[config.mk]
export PLATFORM = sky130hd
export DESIGN_NAME = rs_alu_station
export DESIGN_NICKNAME = d
export VERILOG_FILES = /design/src/rtl/rs_alu_station.sv
export SDC_FILE = /design/constraint.sdc
export NUM_CORES = 1
export LEC_CHECK = 0
export CELL_PAD_IN_SITES_DETAIL_PLACEMENT = 1
export CELL_PAD_IN_SITES_GLOBAL_PLACEMENT = 2
export CORE_ASPECT_RATIO = 1.2
export CORE_MARGIN = 4
export CORE_UTILIZATION = 37
export DETAILED_ROUTE_END_ITERATION = 8
export GPL_ROUTABILITY_DRIVEN = 1
export PLACE_DENSITY = 0.8
export SLEW_MARGIN = 20
export SYNTH_ARGS = -nofsm -noshare
export SYNTH_HDL_FRONTEND = slang
export SYNTH_SLANG_ARGS = --single-unit
export TNS_END_PERCENT = 50
[constraint.sdc]
create_clock -name clk -period 5.24 [get_ports clk]
set_input_delay 0.524 -clock clk [delete_from_list [all_inputs] [get_ports clk]]
set_output_delay 0.524 -clock clk [all_outputs]
set_load 0.03 [all_outputs]
[src/rtl/rs_alu_station.sv]
// rs_alu_station: integer-ALU reservation station with CDB wakeup and oldest-first select
module rs_alu_station #(
  parameter int DEPTH  = 4,
  parameter int DATA_W = 32,
  parameter int TAG_W  = 4,
  parameter int OP_W   = 5,
  localparam int CW    = $clog2(DEPTH + 1)
) (
  input  logic              clk,
  input  logic              rst_n,
  input  logic              flush,
  input  logic              disp_en,
  input  logic [OP_W-1:0]   disp_op,
  input  logic [TAG_W-1:0]  disp_dst_tag,
  input  logic              disp_s1_rdy,
  input  logic [TAG_W-1:0]  disp_s1_tag,
  input  logic [DATA_W-1:0] disp_s1_val,
  input  logic              disp_s2_rdy,
  input  logic [TAG_W-1:0]  disp_s2_tag,
  input  logic [DATA_W-1:0] disp_s2_val,
  output logic              rs_full,
  output logic [CW-1:0]     rs_count,
  input  logic              cdb_valid,
  input  logic [TAG_W-1:0]  cdb_tag,
  input  logic [DATA_W-1:0] cdb_data,
  output logic              iss_valid,
  input  logic              iss_ready,
  output logic [OP_W-1:0]   iss_op,
  output logic [DATA_W-1:0] iss_a,
  output logic [DATA_W-1:0] iss_b,
  output logic [TAG_W-1:0]  iss_tag
);
  localparam int AW = $clog2(DEPTH) + 1;
  localparam int IW = $clog2(DEPTH);

  logic [DEPTH-1:0]  v, r1, r2;
  logic [OP_W-1:0]   op_q  [DEPTH];
  logic [TAG_W-1:0]  dst_q [DEPTH];
  logic [TAG_W-1:0]  t1_q  [DEPTH];
  logic [TAG_W-1:0]  t2_q  [DEPTH];
  logic [DATA_W-1:0] d1_q  [DEPTH];
  logic [DATA_W-1:0] d2_q  [DEPTH];
  logic [AW-1:0]     age_q [DEPTH];
  logic [AW-1:0]     age_ctr;
  logic [IW-1:0]     free_idx, sel_idx;
  logic              free_found, sel_found, do_disp, do_iss;
  logic              s1_hit, s2_hit;

  // a is older than b when the modular distance a-b is negative
  function automatic logic older(input logic [AW-1:0] a, input logic [AW-1:0] b);
    logic [AW-1:0] d;
    d = a - b;
    return d[AW-1];
  endfunction

  // lowest free slot and oldest entry with both operands ready
  always_comb begin
    free_found = 1'b0;
    free_idx   = '0;
    sel_found  = 1'b0;
    sel_idx    = '0;
    for (int i = 0; i < DEPTH; i++) begin
      if (!v[i] && !free_found) begin
        free_found = 1'b1;
        free_idx   = IW'(i);
      end
      if (v[i] && r1[i] && r2[i] && (!sel_found || older(age_q[i], age_q[sel_idx]))) begin
        sel_found = 1'b1;
        sel_idx   = IW'(i);
      end
    end
  end

  assign rs_full   = rs_count == CW'(DEPTH);
  assign do_disp   = disp_en && !rs_full && !flush;
  assign iss_valid = sel_found;
  assign do_iss    = iss_valid && iss_ready;
  assign iss_op    = sel_found ? op_q[sel_idx]  : '0;
  assign iss_a     = sel_found ? d1_q[sel_idx]  : '0;
  assign iss_b     = sel_found ? d2_q[sel_idx]  : '0;
  assign iss_tag   = sel_found ? dst_q[sel_idx] : '0;
  assign s1_hit    = cdb_valid && cdb_tag == disp_s1_tag;
  assign s2_hit    = cdb_valid && cdb_tag == disp_s2_tag;

  // occupancy, valid bits and the free-running age counter
  always_ff @(posedge clk or negedge rst_n) begin
    if (!rst_n) begin
      v        <= '0;
      rs_count <= '0;
      age_ctr  <= '0;
    end else if (flush) begin
      v        <= '0;
      rs_count <= '0;
    end else begin
      if (do_iss) v[sel_idx] <= 1'b0;
      if (do_disp) begin
        v[free_idx] <= 1'b1;
        age_ctr     <= age_ctr + 1'b1;
      end
      rs_count <= rs_count + CW'(do_disp) - CW'(do_iss);
    end
  end

  // entry payload: dispatch write with CDB bypass, otherwise snoop the CDB
  always_ff @(posedge clk) begin
    for (int i = 0; i < DEPTH; i++) begin
      if (do_disp && free_idx == IW'(i)) begin
        op_q[i]  <= disp_op;
        dst_q[i] <= disp_dst_tag;
        age_q[i] <= age_ctr;
        t1_q[i]  <= disp_s1_tag;
        t2_q[i]  <= disp_s2_tag;
        r1[i]    <= disp_s1_rdy || s1_hit;
        r2[i]    <= disp_s2_rdy || s2_hit;
        d1_q[i]  <= disp_s1_rdy ? disp_s1_val : s1_hit ? cdb_data : disp_s1_val;
        d2_q[i]  <= disp_s2_rdy ? disp_s2_val : s2_hit ? cdb_data : disp_s2_val;
      end else if (v[i]) begin
        if (cdb_valid && !r1[i] && t1_q[i] == cdb_tag) begin
          r1[i]   <= 1'b1;
          d1_q[i] <= cdb_data;
        end
        if (cdb_valid && !r2[i] && t2_q[i] == cdb_tag) begin
          r2[i]   <= 1'b1;
          d2_q[i] <= cdb_data;
        end
      end
    end
  end
endmodule

==> results.ini <==
[logic_synthesis]
synth_largest_area_cell=edfxtp_1
synth.avg_cell_area_sq_um=14.5
ys_warn_count=0
synthArstFlopShare_pct=2.82
synthSimpleGateAreaFrac_pct=4.82
seq_area_frac_synth_pct=58.5
synthXorXnorAreaFrac_pct=2.18
synth.most_common_cell=mux2_2
synthCells=1249
synth_adder_area_share_pct=0.526
synth_cell_types=50
synth_top_family_by_area=multiplexers
synth_nets=1381
synth_top_area_share_pct=57.2
synth_area_leaders=edfxtp_1 57%, mux2_2 25%, mux2i_1 4.3%, nand2_1 2.1%, inv_1 1.7%
synth_edf_count=344
synth_mux_area_share_pct=29.0
synthTopCellsByCount=396 x mux2_2, 344 x edfxtp_1, 99 x nand2_1, 83 x inv_1, 78 x mux2i_1
syn_area_sq_um=18100
ys.flop_type=edfxtp_1
synth-compound-area-share_pct=1.56
ys_seq_elements=354

[route]
drtIter0Drc=641
antenna_left=0
post_drt_wl_per_cell_um=24.9
drc=0
routed_wl_mm=53.8
vias=11400
wl_met3_mm=1.97
first_pass_iters=5
wl_met2_mm=28.4
top_layer=met4
vias_per_cell=5.27
wl_met1_mm=22.3

[cells_and_area]
drive_gt1_share_pct=46.7
final_util_pct=49.3
fin_area_sq_um=23800
syn2layout_area_growth_pct=31.5
nNetsFinal=1635
instances_no_fill=2159

[placement]
port_buffers=202
post_dp_cell_area_sq_um=21800
hpwl_mm=33.6
place.gp.congestion=0.769
dp_cells=2061

[power]
power_mw=6.74
vdd_drop_max_mv=0.193
powerDensity_nw_per_um2=283
p_leak_nw=8.48

[clocking]
htree_levels=2
cts_hold_buffers=0
cts.sinks=354
insertion_delay_ps=530
path_clk_slew_ps=60
cts_tree=yes
cts_buffer_depth=3
cts_made_buffers=41
cts-root-buf=clkbuf_16

[setup_path]
critical_path_class=register to primary output
rrSetupSlack_ps=880
cp_top_family=compound AO/OA/AOI/OAI gates
crit_chain=ha_4, a21o_1, a211oi_4, buf_4, a21oi_4, ha_4, a21oi_2, mux2_4, and3_4, or3_4, nand2_2, o21ai_2, ha_1, and2_4, a221o_1, nand3_4, buf_12, clkbuf_16, mux2i_2, buf_4
r2r_end=v[1]
worst-path-max-fanout=6
crit_slowest_cell=edfxtp_1
cp-end-kind=primary output
worst-r2r-cell-count=19
path_buf_inv=4
rr_startpoint=age_q[1][1]
cpPeakStageDelay_ps=450
worst_ep_required_time_ps=4720
worstSetupStartpoint=age_q[1][1]
cp.depth=20
critPathLaunchType=register
setup.worst_path.end=iss_a[23]
crit_arrival_ps=5070

[run]
drv_cap=0

[timing]
rsz0062_at_grt=yes
finalSetupViolations=73
worst-slew-pin-transition_ps=996
fin_hold_ws_ps=407
slew_headroom_pct=33.0
drv_slew=0
max_freq_mhz=179
hold_violations=0
period_minus_slack_ps=5600
finalClockSkew_ps=13.4
period_share_pct=107
setup_slack_ps=-357

[global_route]
grt_max_degree=45
overflow=0
track_usage_pct=20.1
grt_pass1_vias=12600
grt_pass1_wl_mm=80.0
antenna_found_initial=4

[floorplan]
die_x_um=210
fp-row-count=88
start_util_pct=37.5
core_area_sq_um=48200
io-pin-count=203
die_h_um=250
dieArea_sq_um=52500

[hold_path]
hp-class=primary input to async pin

[status]
violations=setup timing
outcome=finished, violations left

[timing repair]
item / in CTS / in global routing
resized for setup: 62 / 33
setup buffers: 19 / 6
pin swaps: 6 / 10
setup endpoints to repair: 73 / 73
cloned: 4 / 1
[flip-flops by register name, summed over array words and instances, names as in the netlist]
register / flops
d2_q: 128
r2: 4
v: 4
age_ctr: 3
op_q: 20
t1_q: 16
rs_count: 3
age_q: 12
dst_q: 16
t2_q: 16
d1_q: 128
r1: 4
[worst min path at each step]
stage | startpoint | end | cells after the start
floorplan | rst_n | age_ctr[0] | 0
global placement | age_ctr[2] | age_ctr[2] | 1
detailed placement | age_ctr[2] | age_q[0][2] | 0
CTS | rst_n | rs_count[2] | 1
global route | rst_n | rs_count[0] | 1
finish | rst_n | rs_count[0] | 1
[kinds of logic after synthesis]
group,after synthesis
simple gates,187
xor+xnor,45
fa+ha+maj,7
flops,354
mux,474
compound gates,35
buf+inv,147
[stage by stage]
step,setup TNS (ps),setup WS (ps)
2_1_floorplan,-14880,-216
4_1_cts,-18290,-330
6_report,-22060,-357
3_3_place_gp,0,190
5_1_grt,-34340,-518
3_5_place_dp,0,18.3
[per-layer routing]
| metal | up-vias | GRT usage (%) |
|---|---|---|
| li1 | 5147 | - |
| met1 | 5935 | 25.5 |
| met2 | 224 | 36.2 |
| met3 | 70 | 2.82 |
| met4 | 0 | 4.94 |
| met5 | - | 0 |
[area by class of cell]
class | instances | area [sq um]
inverter | 83 | 312
antenna | 2 | 5.00
fill | 4728 | 24500
clock buffer | 50 | 1060
timing repair buffer | 275 | 3090
tap | 630 | 788
clock inverter | 17 | 85.1
sequential | 354 | 10600
multi-input combinational | 748 | 7850
[cell usage in the layout (no fill, tap or decap), types with 5 or more instances in the layout]
| cell type | instances |
|---|---|
| mux2_2 | 395 |
| edfxtp_1 | 344 |
| clkdlybuf4s50_1 | 129 |
| nand2_1 | 98 |
| inv_1 | 82 |
| buf_4 | 59 |
| mux2i_4 | 57 |
| buf_6 | 49 |
| clkbuf_16 | 42 |
| xnor2_1 | 29 |
| buf_12 | 29 |
| or2_2 | 18 |
| mux2i_2 | 16 |
| nand3_1 | 16 |
| xor2_1 | 15 |
| dfrtp_1 | 10 |
| clkbuf_1 | 9 |
| nor4_1 | 8 |
| nor2b_1 | 8 |
| clkinv_1 | 8 |
| nor2_4 | 6 |
| clkinv_2 | 6 |
| buf_16 | 6 |
| nor2_1 | 5 |
| mux2i_1 | 5 |
| o211ai_1 | 5 |
[power breakdown]
part | switching [mW] | leakage [nW] | internal, mW | total, mW
combinational | 0.467 | 4.66 | 0.449 | 0.916
sequential | 0.0470 | 3.26 | 3.24 | 3.29
clock | 1.11 | 0.560 | 1.43 | 2.53
total | 1.62 | 8.48 | 5.12 | 6.74
(Power assumes the default switching activity.)
